`src/rtl/pagamento_moedas_if.sv`:
```
// Payment-stage bundle between the coffee-machine control FSM (master) and the
// coin front-end (slave).
interface pagamento_moedas_if;
  logic       ATIVO;
  logic       PRODUTO;
  logic [1:0] MOEDA;
  logic       CONFIRMA_PAG;
  logic [1:0] S_PAGAMENTO;
  logic       TIMER_PAG;
  logic [7:0] CREDITO;
  logic [7:0] TROCO;
  logic       REJEITA;

  modport master (
    output ATIVO, PRODUTO, MOEDA, CONFIRMA_PAG,
    input  S_PAGAMENTO, TIMER_PAG, CREDITO, TROCO, REJEITA
  );

  modport slave (
    input  ATIVO, PRODUTO, MOEDA, CONFIRMA_PAG,
    output S_PAGAMENTO, TIMER_PAG, CREDITO, TROCO, REJEITA
  );
endinterface

```
`src/rtl/pagamento_moedas.sv`:
```
// Coin payment front-end: edge-detects coin/confirm inputs, accumulates credit
// against the latched drink price and reports status, change and timeout.
module pagamento_moedas #(
  parameter int unsigned PRECO_0        = 150,
  parameter int unsigned PRECO_1        = 200,
  parameter int unsigned MAX_CREDITO    = 250,
  parameter int unsigned TIMEOUT_CICLOS = 1000
) (
  input  logic              CLK,
  input  logic              RST,
  pagamento_moedas_if.slave pag
);
  localparam int unsigned CW = $clog2(TIMEOUT_CICLOS);

  typedef enum logic [2:0] {
    IDLE, COLETANDO, APROVADO, RECUSADO, EXPIRADO
  } estado_t;

  typedef struct packed {
    logic [1:0] status;
    logic       timer;
    logic [7:0] troco;
    logic       rejeita;
  } saida_t;

  function automatic logic [7:0] valor_moeda(input logic [1:0] m);
    case (m)
      2'b01:   return 8'd25;
      2'b10:   return 8'd50;
      2'b11:   return 8'd100;
      default: return 8'd0;
    endcase
  endfunction

  estado_t       estado_q, estado_d;
  logic [7:0]    preco_q, preco_d;
  logic [7:0]    credito_q, credito_d;
  logic [CW-1:0] cnt_q, cnt_d;
  saida_t        saida_q, saida_d;
  logic [1:0]    moeda_q;
  logic          conf_q;

  logic          evento_moeda, evento_conf, aceita, cabe;
  logic [7:0]    valor;
  logic [8:0]    soma, total;

  // A coin only counts when the switch leaves 00; 01<->10 slides are ignored.
  assign evento_moeda = (moeda_q == 2'b00) && (pag.MOEDA != 2'b00);
  assign evento_conf  = !conf_q && pag.CONFIRMA_PAG;
  assign valor        = valor_moeda(pag.MOEDA);
  assign soma         = {1'b0, credito_q} + {1'b0, valor};
  assign cabe         = soma <= 9'(MAX_CREDITO);
  assign aceita       = (estado_q == COLETANDO) && evento_moeda && cabe;
  assign total        = aceita ? soma : {1'b0, credito_q};

  always_comb begin
    estado_d        = estado_q;
    preco_d         = preco_q;
    credito_d       = credito_q;
    cnt_d           = cnt_q;
    saida_d         = saida_q;
    saida_d.timer   = 1'b0;
    saida_d.rejeita = 1'b0;

    if (estado_q != IDLE && !pag.ATIVO) begin
      estado_d  = IDLE;
      credito_d = '0;
      cnt_d     = '0;
      saida_d   = '0;
    end else begin
      case (estado_q)
        IDLE: begin
          saida_d = '0;
          if (pag.ATIVO) begin
            preco_d   = pag.PRODUTO ? 8'(PRECO_1) : 8'(PRECO_0);
            credito_d = '0;
            cnt_d     = '0;
            estado_d  = COLETANDO;
          end
        end

        COLETANDO: begin
          saida_d.status = 2'b00;
          if (aceita) begin
            credito_d = soma[7:0];
            cnt_d     = '0;
          end else begin
            cnt_d = cnt_q + CW'(1);
            if (evento_moeda) saida_d.rejeita = 1'b1;
          end
          // Confirm outranks the timeout; the coin seen this cycle joins the total.
          if (evento_conf) begin
            if (total >= {1'b0, preco_q}) begin
              estado_d       = APROVADO;
              saida_d.status = 2'b11;
              saida_d.troco  = total[7:0] - preco_q;
            end else begin
              estado_d       = RECUSADO;
              saida_d.status = 2'b01;
            end
          end else if (!aceita && cnt_q == CW'(TIMEOUT_CICLOS - 1)) begin
            saida_d.timer = 1'b1;
            estado_d      = EXPIRADO;
          end
        end

        APROVADO, RECUSADO: begin
          if (evento_moeda) saida_d.rejeita = 1'b1;
        end

        EXPIRADO: begin
          saida_d.status = 2'b00;
        end

        default: begin
          estado_d  = IDLE;
          credito_d = '0;
          cnt_d     = '0;
          saida_d   = '0;
        end
      endcase
    end
  end

  always_ff @(posedge CLK or posedge RST) begin
    if (RST) begin
      estado_q  <= IDLE;
      preco_q   <= '0;
      credito_q <= '0;
      cnt_q     <= '0;
      saida_q   <= '0;
      moeda_q   <= 2'b00;
      conf_q    <= 1'b0;
    end else begin
      estado_q  <= estado_d;
      preco_q   <= preco_d;
      credito_q <= credito_d;
      cnt_q     <= cnt_d;
      saida_q   <= saida_d;
      moeda_q   <= pag.MOEDA;
      conf_q    <= pag.CONFIRMA_PAG;
    end
  end

  assign pag.S_PAGAMENTO = saida_q.status;
  assign pag.TIMER_PAG   = saida_q.timer;
  assign pag.CREDITO     = credito_q;
  assign pag.TROCO       = saida_q.troco;
  assign pag.REJEITA     = saida_q.rejeita;
endmodule

```
`src/flat_wrapper.sv`:
```
// flat-port wrapper written by rule: the top's interface ports become plain ports
module pagamento_moedas_flat 
#(
  parameter int unsigned PRECO_0        = 150,
  parameter int unsigned PRECO_1        = 200,
  parameter int unsigned MAX_CREDITO    = 250,
  parameter int unsigned TIMEOUT_CICLOS = 1000
)
  (CLK, RST, pag_ATIVO, pag_PRODUTO, pag_MOEDA, pag_CONFIRMA_PAG, pag_S_PAGAMENTO, pag_TIMER_PAG, pag_CREDITO, pag_TROCO, pag_REJEITA);
  pagamento_moedas_if pag_i ();
  input  logic CLK;
  input  logic RST;
  input wire logic [$bits(pag_i.ATIVO)-1:0] pag_ATIVO;
  input wire logic [$bits(pag_i.PRODUTO)-1:0] pag_PRODUTO;
  input wire logic [$bits(pag_i.MOEDA)-1:0] pag_MOEDA;
  input wire logic [$bits(pag_i.CONFIRMA_PAG)-1:0] pag_CONFIRMA_PAG;
  output wire logic [$bits(pag_i.S_PAGAMENTO)-1:0] pag_S_PAGAMENTO;
  output wire logic [$bits(pag_i.TIMER_PAG)-1:0] pag_TIMER_PAG;
  output wire logic [$bits(pag_i.CREDITO)-1:0] pag_CREDITO;
  output wire logic [$bits(pag_i.TROCO)-1:0] pag_TROCO;
  output wire logic [$bits(pag_i.REJEITA)-1:0] pag_REJEITA;
  assign pag_i.ATIVO = pag_ATIVO;
  assign pag_i.PRODUTO = pag_PRODUTO;
  assign pag_i.MOEDA = pag_MOEDA;
  assign pag_i.CONFIRMA_PAG = pag_CONFIRMA_PAG;
  assign pag_S_PAGAMENTO = pag_i.S_PAGAMENTO;
  assign pag_TIMER_PAG = pag_i.TIMER_PAG;
  assign pag_CREDITO = pag_i.CREDITO;
  assign pag_TROCO = pag_i.TROCO;
  assign pag_REJEITA = pag_i.REJEITA;
  pagamento_moedas #(.PRECO_0(PRECO_0), .PRECO_1(PRECO_1), .MAX_CREDITO(MAX_CREDITO), .TIMEOUT_CICLOS(TIMEOUT_CICLOS)) u_core (.CLK(CLK), .RST(RST), .pag(pag_i));
endmodule
```
`config.mk`:
```
export PLATFORM = sky130hd
export DESIGN_NAME = pagamento_moedas_flat
export DESIGN_NICKNAME = d
export VERILOG_FILES = /design/src/rtl/pagamento_moedas_if.sv /design/src/rtl/pagamento_moedas.sv /design/src/flat_wrapper.sv
export SDC_FILE = /design/constraint.sdc
export NUM_CORES = 1
export LEC_CHECK = 0
export ABC_AREA = 0
export BUFFER_PORTS_ARGS = -buffer_cell sky130_fd_sc_hd__buf_2
export CAP_MARGIN = 25
export CORE_MARGIN = 2
export CORE_UTILIZATION = 40
export CTS_CLUSTER_DIAMETER = 80
export DETAILED_ROUTE_END_ITERATION = 10
export PLACE_DENSITY = 0.58
export SYNTH_ARGS = -nofsm -noshare
export SYNTH_HDL_FRONTEND = slang
export SYNTH_SLANG_ARGS = --single-unit
```
`constraint.sdc`:
```
create_clock -name CLK -period 13.42 [get_ports CLK]
set_clock_uncertainty 0.2 [all_clocks]
set_input_delay 0 -clock CLK [delete_from_list [all_inputs] [get_ports CLK]]
set_output_delay 0 -clock CLK [all_outputs]
set_load 0.1 [all_outputs]
```
==> impl_metrics.ini, run 1 <==
[outcome]
run_status = complete, no violations

[sta]
share_of_the_clock_period_used_by_the_worst_path_after_layout_pct = 38.1
timing.final.max_slew_violations = 0
final.setup.tns_ns = 0
fin_hold_ws_ns = 0.149
clock.fmax_ghz = 0.196
grt_setup_unrepaired = false
timing_hold_violations_final = 0
period_needed_ns = 5.11
setup_viol_count_final = 0
slew-limit-headroom_pct = 45.3
tightest_slew_ns = 0.817

[detailed_routing]
detail-route-antenna-nets = 0
drt-wirelength-per-cell_microns = 15.0
drtPass1Iterations = 4
drc_errors = 0
avgViaCountPerCell = 5.51
wirelength_microns = 6260
route.vias.total = 2292
drtIter0Drc = 169

[logic_synthesis]
synth_top_area_share_pct = 36.0
synthCells = 307
postSynthRegisterBits = 39
ys_top_cells_by_count = sky130_fd_sc_hd__dfrtp_1, sky130_fd_sc_hd__nand2_1, sky130_fd_sc_hd__nor2_1, sky130_fd_sc_hd__o21ai_0, sky130_fd_sc_hd__ha_1
yosysTopAreaCell = sky130_fd_sc_hd__dfrtp_1
warnings_from_yosys = 0
ys_dominant_reg_cell = sky130_fd_sc_hd__dfrtp_1
syn_area_per_cell_sq_um = 8.84
synth-async-reset-ratio_pct = 100
main_area_contributors_after_synthesis = sky130_fd_sc_hd__dfrtp_1, sky130_fd_sc_hd__ha_1, sky130_fd_sc_hd__nand2_1, sky130_fd_sc_hd__o21ai_0, sky130_fd_sc_hd__xnor2_1
post_synthesis_net_count = 332
synth_area_sq_um = 2710
register_area_share_after_synthesis_pct = 36.0
synthDistinctLibCells = 56
synth_edf_count = 0

[grt]
global_route.usage.total_pct = 17.6
gr-total-overflow = 0
first_global_vias = 2098
maximum_number_of_pins_on_one_net_before_global_route_repair = 40
grt_antenna_before_repair = 0
grt_pass1_wl_microns = 10400

[clock_tree]
postCtsResizedCells = 0
cts_max_level = 2
cts_sinks = 39
tritoncts = yes
cts_made_buffers = 5
clkTransAtPathRegs_ns = 0.08
clock_tree.buffer_depth = 2
cts.root.buffer_cell = sky130_fd_sc_hd__clkbuf_8
clkLatencyLatePin_ns = 0.30

[worst_hold_path]
worst_min_path_class = in -> async

[worst_setup_path]
crit_path_end_kind = flip-flop
crit_path_start_kind = primary input
worst_ep_required_time_ns = 13.38
timing_worst_setup_path_type = in -> reg
path_max_fanout = 9
timing.critical_path.arrival_ns = 5.07

[pwr]
seq_power_share_pct = 43.5
leak_pwr_uw = 0.00141
power.share.clock_pct = 35.1
swShare_pct = 31.0
intPower_uw = 199
combPwrFrac_pct = 21.4
fin_total_pwr_uw = 288
p_sw_uw = 89.2
ir_drop_mv = 0.0361
areal_power_density_over_the_cells_nw_per_um2 = 94.3

[finish]
finish.net_count = 360
final_cell_area_sq_um = 3060
antenna_cells = 0
area_delta_synth_final_pct = 12.6
drive_above_1_share_pct = 14.3

[die]
chipHeight_microns = 86.4
total_die_area_sq_um = 7460
io_pins = 27
placeableCoreArea_sq_um = 6680
die_w_microns = 86.4
std_cell_rows = 30
initial_core_utilization_pct = 40.6

[placed_design]
dpl.hpwl_microns = 4710
placed_area_sq_um = 2880
place.port_buffers = 26
finalWeightedCongestion = 0.839

[flow_run]
drv.max_cap_violation_count = 0
[placed cells by master (no fill, tap or decap), drive strengths merged, types with 4 or more instances in the layout]
cell	instances
a21oi	17
and3	5
buf	27
clkbuf	5
dfrtp	39
dlygate4sd3	6
ha	16
inv	13
nand2	39
nand2b	7
nand3	11
nor2	27
nor2b	5
nor3	5
o21ai	29
o22ai	9
o31ai	4
or3	4
xnor2	12
xor2	11
[layer usage]
layer  GRT usage (%)  wire, microns
met5               0              0
met4            6.11             89
met3            2.86            245
met2            27.2           2850
met1            25.0           3070
[kinds of logic after synthesis]
| family | Yosys count | synth area share [%] |
|---|---|---|
| adder cells (fa/ha/maj) | 18 | 8.86 |
| buffers and inverters | 25 | 4.29 |
| AND/OR/NAND/NOR | 114 | 19.9 |
| flip-flops | 39 | 36.0 |
| AO/OA/AOI/OAI | 85 | 22.4 |
| multiplexers | 3 | 1.20 |
| XOR/XNOR | 23 | 7.43 |
[power groups by stage]
stage / clock network, uW / logic, uW / registers, uW
2_1_floorplan: 0 / 44.8 / 129
6_report: 101 / 61.6 / 125
3_3_place_gp: 0 / 60.5 / 127
5_1_grt: 108 / 69.0 / 126
3_5_place_dp: 0 / 60.2 / 127
4_1_cts: 103 / 61.9 / 125
[per-stage QoR]
step | util, % | std cells | worst slack, ns
floorplan | - | 307 | 8.38
global placement | 43.1 | 402 | 8.49
detailed placement | 43.1 | 402 | 8.48
CTS | 45.7 | 416 | 8.28
global route | 45.7 | 416 | 7.84
finish | 45.7 | 416 | 8.31
[sequential cells by signal, indices dropped and copies added (netlist names)]
| name | cells |
|---|---|
| u_core.preco_q | 3 |
| u_core.moeda_q | 2 |
| u_core.pag.REJEITA | 1 |
| u_core.pag.TROCO | 8 |
| u_core.pag.TIMER_PAG | 1 |
| u_core.pag.CREDITO | 8 |
| u_core.cnt_q | 10 |
| u_core.conf_q | 1 |
| u_core.estado_q | 3 |
| u_core.pag.S_PAGAMENTO | 2 |
[worst max-delay path: stages]
cell                            delay, ns
sky130_fd_sc_hd__dlygate4sd3_1       0.52
sky130_fd_sc_hd__buf_2               0.15
sky130_fd_sc_hd__inv_1               0.08
sky130_fd_sc_hd__ha_1                0.24
sky130_fd_sc_hd__nand2_1             0.11
sky130_fd_sc_hd__fa_1                0.20
sky130_fd_sc_hd__inv_1               0.05
sky130_fd_sc_hd__a222oi_1            0.50
sky130_fd_sc_hd__o21ai_0             0.31
sky130_fd_sc_hd__a21oi_2             0.22
sky130_fd_sc_hd__o2111ai_4           0.21
sky130_fd_sc_hd__o21ai_4             0.36
sky130_fd_sc_hd__nor2_1              0.08
sky130_fd_sc_hd__a21oi_1             0.19
sky130_fd_sc_hd__ha_1                0.22
sky130_fd_sc_hd__fa_1                0.23
sky130_fd_sc_hd__nor2b_1             0.05
sky130_fd_sc_hd__o21ai_0             0.14
sky130_fd_sc_hd__nand2b_1            0.11
sky130_fd_sc_hd__a211o_1             0.29
sky130_fd_sc_hd__a2111oi_4           0.33
sky130_fd_sc_hd__or2_1               0.33
sky130_fd_sc_hd__o22ai_1             0.13
[what timing repair did]
| action | 4_1_cts | 5_1_grt |
|---|---|---|
| hold endpoints to repair | 48 | 0 |
| buffers inserted | 0 | 0 |
| hold buffers | 6 | 0 |
[final timing paths]
path / startpoint / to / slack [ns] / cells after the start
max: pag_MOEDA[1] / u_core.pag.TROCO[1]$_DFFE_PP0P_ / 8.31 / 23
min: RST / u_core.preco_q[6]$_DFFE_PP0P_ / 0.15 / 4
max reg2reg: u_core.pag.CREDITO[0]$_DFFE_PP0P_ / u_core.pag.TROCO[1]$_DFFE_PP0P_ / 8.48 / 19
min reg2reg: u_core.preco_q[7]$_DFFE_PP0P_ / u_core.preco_q[7]$_DFFE_PP0P_ / 0.26 / 2
max in group asynchronous: RST / u_core.pag.CREDITO[3]$_DFFE_PP0P_ / 12.54 / 4
min in group CLK: pag_CONFIRMA_PAG / u_core.conf_q$_DFF_PP0_ / 0.15 / 2
[final cells by class]
cell class	instances	area [sq um]
Inverter	13	48.8
Clock inverter	3	43.8
Timing Repair Buffer	33	198
Sequential cell	39	976
Tap cell	80	100
Multi-Input combinational cell	243	1620
Fill cell	642	3630
Clock buffer	5	68.8
No activity file was read; power rests on OpenSTA's default activity.
==> run 2: changes to the inputs <==
==> constraint.sdc (replaced) <==
create_clock -name CLK -period 4.95 [get_ports CLK]
set_clock_uncertainty 0.2 [all_clocks]
set_input_delay 0 -clock CLK [delete_from_list [all_inputs] [get_ports CLK]]
set_output_delay 0 -clock CLK [all_outputs]
set_load 0.1 [all_outputs]
==> run 2 against run 1 <==
Sequential cell count is the same. Largest power group unchanged. Worst setup slack lost 8.0 ns. Via count grew 0.52%. Wire length grew 3.1%. Die area is the same. Core utilization grew 1.5 points. Non-clock buffer count grew 10. Largest cell class unchanged.
==> impl_metrics.ini, run 2 (same netlist as run 1, synthesis figures left out) <==
[clock_tree]
clock_tree.buffer_depth = 2
clkTransAtPathRegs_ns = 0.08
cts.root.buffer_cell = sky130_fd_sc_hd__clkbuf_8
tritoncts = yes
cts_made_buffers = 5
cts_sinks = 39
cts_max_level = 2
clkLatencyLatePin_ns = 0.30

[finish]
area_delta_synth_final_pct = 16.4
mostFrequentLayoutCells = sky130_fd_sc_hd__nand2_1, sky130_fd_sc_hd__dfrtp_1, sky130_fd_sc_hd__nor2_1, sky130_fd_sc_hd__o21ai_0, sky130_fd_sc_hd__buf_2
top_register = u_core.cnt_q
largest_register_ffs = 10
filler_cell_count = 661
finish.net_count = 370
drive_above_1_share_pct = 18.2
antenna_cells = 0
layout_commonest_cell = sky130_fd_sc_hd__nand2_1

[worst_setup_path]
crit_path_end_kind = flip-flop
crit_path_top_delay_cell = sky130_fd_sc_hd__fa_1
worst_ep_required_time_ns = 4.92
critical-path-max-stage-delay_ns = 0.46
timing.critical_path.cells = inv_1 -> fa_1 -> inv_1 -> a222oi_1 -> buf_4 -> or3_1 -> a21oi_2 -> o2111ai_4 -> o21a_4 -> nand2_1 -> xnor2_1 -> ha_1 -> nor2b_1 -> o21ai_0 -> nand2b_1 -> a211o_1 -> a2111oi_4 -> buf_4 -> or2_4 -> o22ai_1
crit_path_start_kind = flip-flop
timing_worst_setup_path_type = reg -> reg
timing.critical_path.arrival_ns = 4.63
worst_setup_startpoint = u_core.pag.CREDITO[1]$_DFFE_PP0P_
path_max_fanout = 9
r2r_start = u_core.pag.CREDITO[1]$_DFFE_PP0P_

[pwr]
fin_total_pwr_uw = 792
leak_pwr_uw = 0.00146
ir_drop_mv = 0.0909
areal_power_density_over_the_cells_nw_per_um2 = 251

[outcome]
run_status = complete, no violations

[detailed_routing]
drtIter0Drc = 148
route.vias.total = 2304
detail-route-antenna-nets = 0
drt-wirelength-per-cell_microns = 15.1
avgViaCountPerCell = 5.41
drc_errors = 0
drtPass1Iterations = 4
wirelength_microns = 6450

[placed_design]
place.port_buffers = 26
finalWeightedCongestion = 0.861
dpl.hpwl_microns = 4880

[sta]
setup_viol_count_final = 0
tightest_slew_ns = 0.889
slew-limit-headroom_pct = 40.5
share_of_the_clock_period_used_by_the_worst_path_after_layout_pct = 94.3
period_needed_ns = 4.67
final.setup.tns_ns = 0
clock.fmax_ghz = 0.214
timing.final.max_slew_violations = 0
grt_setup_unrepaired = false
timing_hold_violations_final = 0

[die]
io_pins = 27
initial_core_utilization_pct = 40.6
chipHeight_microns = 86.4
std_cell_rows = 30
total_die_area_sq_um = 7460
die_w_microns = 86.4
placeableCoreArea_sq_um = 6680

[grt]
grt_antenna_before_repair = 0
first_global_vias = 2195
grt_pass1_wl_microns = 10700
gr-total-overflow = 0
global_route.usage.total_pct = 18.0
maximum_number_of_pins_on_one_net_before_global_route_repair = 40

[worst_hold_path]
worst_hold_path_startpoint = pag_MOEDA[0]
worst_min_path_class = in -> reg

[flow_run]
drv.max_cap_violation_count = 0
==> run 2: changes by cell type in the layout (fill, tap and decap cells not counted), sizes merged <==
cell,delta
buf,+10
==> run 2: power breakdown <==
group	internal (uW)	leakage (uW)	switching (uW)	total [uW]
Combinational	70.8	0.000886	112	183
Clock	150	0.0000581	120	271
Sequential	328	0.000520	10.8	339
Total	549	0.00146	243	792
==> run 2: path summary, 6_finish.rpt <==
check	end	slack, ns	cells past startpoint
max in group asynchronous	u_core.pag.CREDITO[0]$_DFFE_PP0P_	4.02	4
worst max-delay path	u_core.pag.TROCO[7]$_DFFE_PP0P_	0.28	20
worst min-delay path	u_core.pag.REJEITA$_DFF_PP0_	0.1	6
min in group asynchronous	u_core.pag.REJEITA$_DFF_PP0_	0.16	4
worst min register to register	u_core.preco_q[7]$_DFFE_PP0P_	0.26	2
worst max register to register	u_core.pag.TROCO[7]$_DFFE_PP0P_	0.28	20
==> run 2: layer usage <==
metal / vias to the layer above / part of all wire [%] / wire, microns / GRT usage (%)
met5: - / 0 / 0 / 0
met4: 0 / 1.8 / 113 / 6.11
met3: 12 / 3.2 / 206 / 3.24
met2: 39 / 45 / 2930 / 28.4
met1: 1093 / 50 / 3200 / 25.0
li1: 1160 / - / - / -
==> run 2: stage by stage <==
stage / area [sq um] / hold slack, ns / setup WS (ns) / util, % / instances
finish: 3160 / 0.0970 / 0.284 / 47.2 / 426
global placement: 2950 / -0.0741 / 0.281 / 44.1 / 410
global route: 3160 / 0.134 / 0.0162 / 47.2 / 426
CTS: 3120 / 0.103 / 0.157 / 46.7 / 424
detailed placement: 2950 / -0.0737 / 0.156 / 44.1 / 410
floorplan: 2720 / -0.169 / 0.177 / - / 307
==> run 2: final cells by class <==
class / instances / area, sq um / area share, %
repair buffers: 43 / 273 / 8.64
flip-flops and latches: 39 / 978 / 31.0
well taps: 80 / 100 / 3.17
clock buffers: 5 / 68.8 / 2.18
multi-input cells: 243 / 1640 / 52.1
clock inverters: 3 / 43.8 / 1.39
inverters: 13 / 48.8 / 1.55
==> run 2: critical path: cells and delay by family, from the launching register on <==
kind	cells	cell delay (ns)
AO/OA/AOI/OAI	8	1.64
XOR/XNOR	1	0.14
adder cells (fa/ha/maj)	2	0.76
buffers and inverters	4	0.53
flip-flops	1	0.41
AND/OR/NAND/NOR	5	0.87
==> run 2: repair_timing <==
item,in CTS,in global routing
resized for setup,0,5
hold buffers,6,0
hold endpoints to repair,47,0
setup endpoints to repair,0,8
setup buffers,0,2
==> run 3: changes to the inputs <==
--- a/config.mk
+++ b/config.mk
@@ -5,14 +5,15 @@
 export SDC_FILE = /design/constraint.sdc
 export NUM_CORES = 1
 export LEC_CHECK = 0
-export ABC_AREA = 0
 export BUFFER_PORTS_ARGS = -buffer_cell sky130_fd_sc_hd__buf_2
 export CAP_MARGIN = 25
+export CELL_PAD_IN_SITES_DETAIL_PLACEMENT = 1
+export CELL_PAD_IN_SITES_GLOBAL_PLACEMENT = 1
 export CORE_MARGIN = 2
 export CORE_UTILIZATION = 40
 export CTS_CLUSTER_DIAMETER = 80
 export DETAILED_ROUTE_END_ITERATION = 10
-export PLACE_DENSITY = 0.58
+export PLACE_DENSITY = 0.72
 export SYNTH_ARGS = -nofsm -noshare
 export SYNTH_HDL_FRONTEND = slang
 export SYNTH_SLANG_ARGS = --single-unit
==> run 3 against run 2 <==
Non-clock buffer count rose by 4. Core utilization is 0.49 points higher. Global-route usage rose by 2.1 points. Largest cell class unchanged. Largest power group unchanged. Highest routed layer unchanged.
==> impl_metrics.ini, run 3 (same netlist as run 1, synthesis figures left out) <==
[sta]
tightest_slew_ns = 0.941
setup_viol_count_final = 0
clock.fmax_ghz = 0.214
period_needed_ns = 4.68
timing.final.max_slew_violations = 0
slew-limit-headroom_pct = 36.6
share_of_the_clock_period_used_by_the_worst_path_after_layout_pct = 94.6
timing_hold_violations_final = 0

[finish]
layout_commonest_cell = sky130_fd_sc_hd__nand2_1
drive_above_1_share_pct = 19.7
final_cell_area_sq_um = 3190
area_delta_synth_final_pct = 17.6
largest_register_ffs = 10
footprint_of_the_multi_input_gates_sq_um = 1650
top_register = u_core.cnt_q
finish.net_count = 374
filler_cell_count = 814
regArea_sq_um = 978
antenna_cells = 0
layoutNonFillerInstCount = 430
mostFrequentLayoutCells = sky130_fd_sc_hd__nand2_1, sky130_fd_sc_hd__dfrtp_1, sky130_fd_sc_hd__nor2_1

[placed_design]
placed_area_sq_um = 2940
place.port_buffers = 26
finalWeightedCongestion = 0.879
dpl.hpwl_microns = 5520
placed_cells = 409

[worst_hold_path]
hold_path_depth = 6
worst_min_path_class = in -> reg

[die]
std_cell_rows = 30
placeableCoreArea_sq_um = 6680
io_pins = 27
initial_core_utilization_pct = 40.6
chipHeight_microns = 86.4
total_die_area_sq_um = 7460
die_w_microns = 86.4

[worst_setup_path]
worst_setup_startpoint = u_core.pag.CREDITO[1]$_DFFE_PP0P_
r2r_path_end = u_core.pag.TROCO[5]$_DFFE_PP0P_
worst_ep_required_time_ns = 4.93
ff2ff_path_depth = 21
crit_path_start_kind = flip-flop
crit_path_to = u_core.pag.TROCO[5]$_DFFE_PP0P_
rrSetupSlack_ns = 0.27
path_max_fanout = 8
r2r_start = u_core.pag.CREDITO[1]$_DFFE_PP0P_
timing_worst_setup_path_type = reg -> reg
timing.critical_path.arrival_ns = 4.66
crit_path_end_kind = flip-flop

[grt]
global_route.usage.total_pct = 20.1
maximum_number_of_pins_on_one_net_before_global_route_repair = 40
first_global_vias = 2384
grt_pass1_wl_microns = 11900
gr-total-overflow = 0
grt_antenna_before_repair = 0

[clock_tree]
clkTransAtPathRegs_ns = 0.08
cts.root.buffer_cell = sky130_fd_sc_hd__clkbuf_8
cts_made_buffers = 5
cts_max_level = 2
tritoncts = yes
cts_sinks = 39
clock_tree.buffer_depth = 2
clkLatencyLatePin_ns = 0.30

[pwr]
areal_power_density_over_the_cells_nw_per_um2 = 250
leak_pwr_uw = 0.00149
fin_total_pwr_uw = 799
ir_drop_mv = 0.0958

[detailed_routing]
drtIter0Drc = 104
wirelength_microns = 7310
drc_errors = 0
route.vias.total = 2372
drtPass1Iterations = 4
drt-wirelength-per-cell_microns = 17.0
detail-route-antenna-nets = 0
avgViaCountPerCell = 5.52

[outcome]
run_status = complete, no violations

[flow_run]
drv.max_cap_violation_count = 0
run 3: cell types whose count changed in the layout (fill, tap and decap cells not counted), sizes merged:
cell,previous run,this run
buf,37,41
run 3: final cells by class:
type | instances | share of cell area (%)
repair buffers | 47 | 9.49
multi-input cells | 243 | 51.6
inverters | 13 | 1.53
clock inverters | 3 | 1.37
clock buffers | 5 | 2.16
flip-flops and latches | 39 | 30.7
well taps | 80 | 3.14
run 3: what timing repair did:
| action | CTS | global route |
|---|---|---|
| endpoints found under the hold margin | 47 | 0 |
| resized for setup | 0 | 7 |
| hold buffers | 6 | 0 |
| setup buffers | 0 | 7 |
| endpoints found under the setup margin | 0 | 10 |
run 3: routing by layer:
metal	up-vias	part of all wire [%]	track usage, %
met5	-	0	0
met4	0	0.88	4.40
met3	5	2.5	2.86
met2	34	49	32.7
met1	1166	48	28.6
li1	1167	-	-
run 3: metrics by stage:
step | util, % | setup slack (ns) | hold WS (ns) | setup TNS [ns]
finish | 47.7 | 0.267 | 0.0637 | 0
detailed placement | 44.0 | 0.0947 | -0.0603 | 0
CTS | 46.6 | 0.131 | 0.0645 | 0
floorplan | - | 0.177 | -0.169 | 0
global placement | 44.0 | 0.180 | -0.0744 | 0
global route | 47.7 | -0.0417 | 0.129 | -0.238
run 3: worst min-delay path by stage:
stage	end	slack [ns]	start
2_1_floorplan	u_core.conf_q$_DFF_PP0_	-0.17	pag_CONFIRMA_PAG
3_5_place_dp	u_core.conf_q$_DFF_PP0_	-0.06	pag_CONFIRMA_PAG
5_1_grt	u_core.pag.REJEITA$_DFF_PP0_	0.13	pag_MOEDA[0]
4_1_cts	u_core.pag.REJEITA$_DFF_PP0_	0.06	pag_MOEDA[0]
6_report	u_core.pag.REJEITA$_DFF_PP0_	0.06	pag_MOEDA[0]
3_3_place_gp	u_core.conf_q$_DFF_PP0_	-0.07	pag_CONFIRMA_PAG
run 3: critical path, stage by stage, from the launching register on:
cell                        delay, ns
sky130_fd_sc_hd__dfrtp_2         0.41
sky130_fd_sc_hd__inv_1           0.09
sky130_fd_sc_hd__fa_1            0.47
sky130_fd_sc_hd__inv_1           0.07
sky130_fd_sc_hd__a222oi_1        0.06
sky130_fd_sc_hd__buf_4           0.17
sky130_fd_sc_hd__or3_1           0.38
sky130_fd_sc_hd__a21oi_2         0.20
sky130_fd_sc_hd__o2111ai_4       0.18
sky130_fd_sc_hd__o21ai_4         0.18
sky130_fd_sc_hd__buf_4           0.22
sky130_fd_sc_hd__a21oi_2         0.09
sky130_fd_sc_hd__ha_1            0.22
sky130_fd_sc_hd__fa_1            0.41
sky130_fd_sc_hd__nor2b_1         0.12
sky130_fd_sc_hd__o21ai_0         0.08
sky130_fd_sc_hd__nand2b_1        0.13
sky130_fd_sc_hd__a211o_1         0.18
sky130_fd_sc_hd__a2111oi_4       0.07
sky130_fd_sc_hd__buf_4           0.18
sky130_fd_sc_hd__nor3_4          0.31
sky130_fd_sc_hd__o22ai_1         0.15
run 3: where the power goes:
part	internal (uW)	leakage (uW)	switching (uW)
Clock	150	0.0000581	121
Sequential	328	0.000520	11.2
Combinational	71.4	0.000907	117
Total	549	0.00149	249
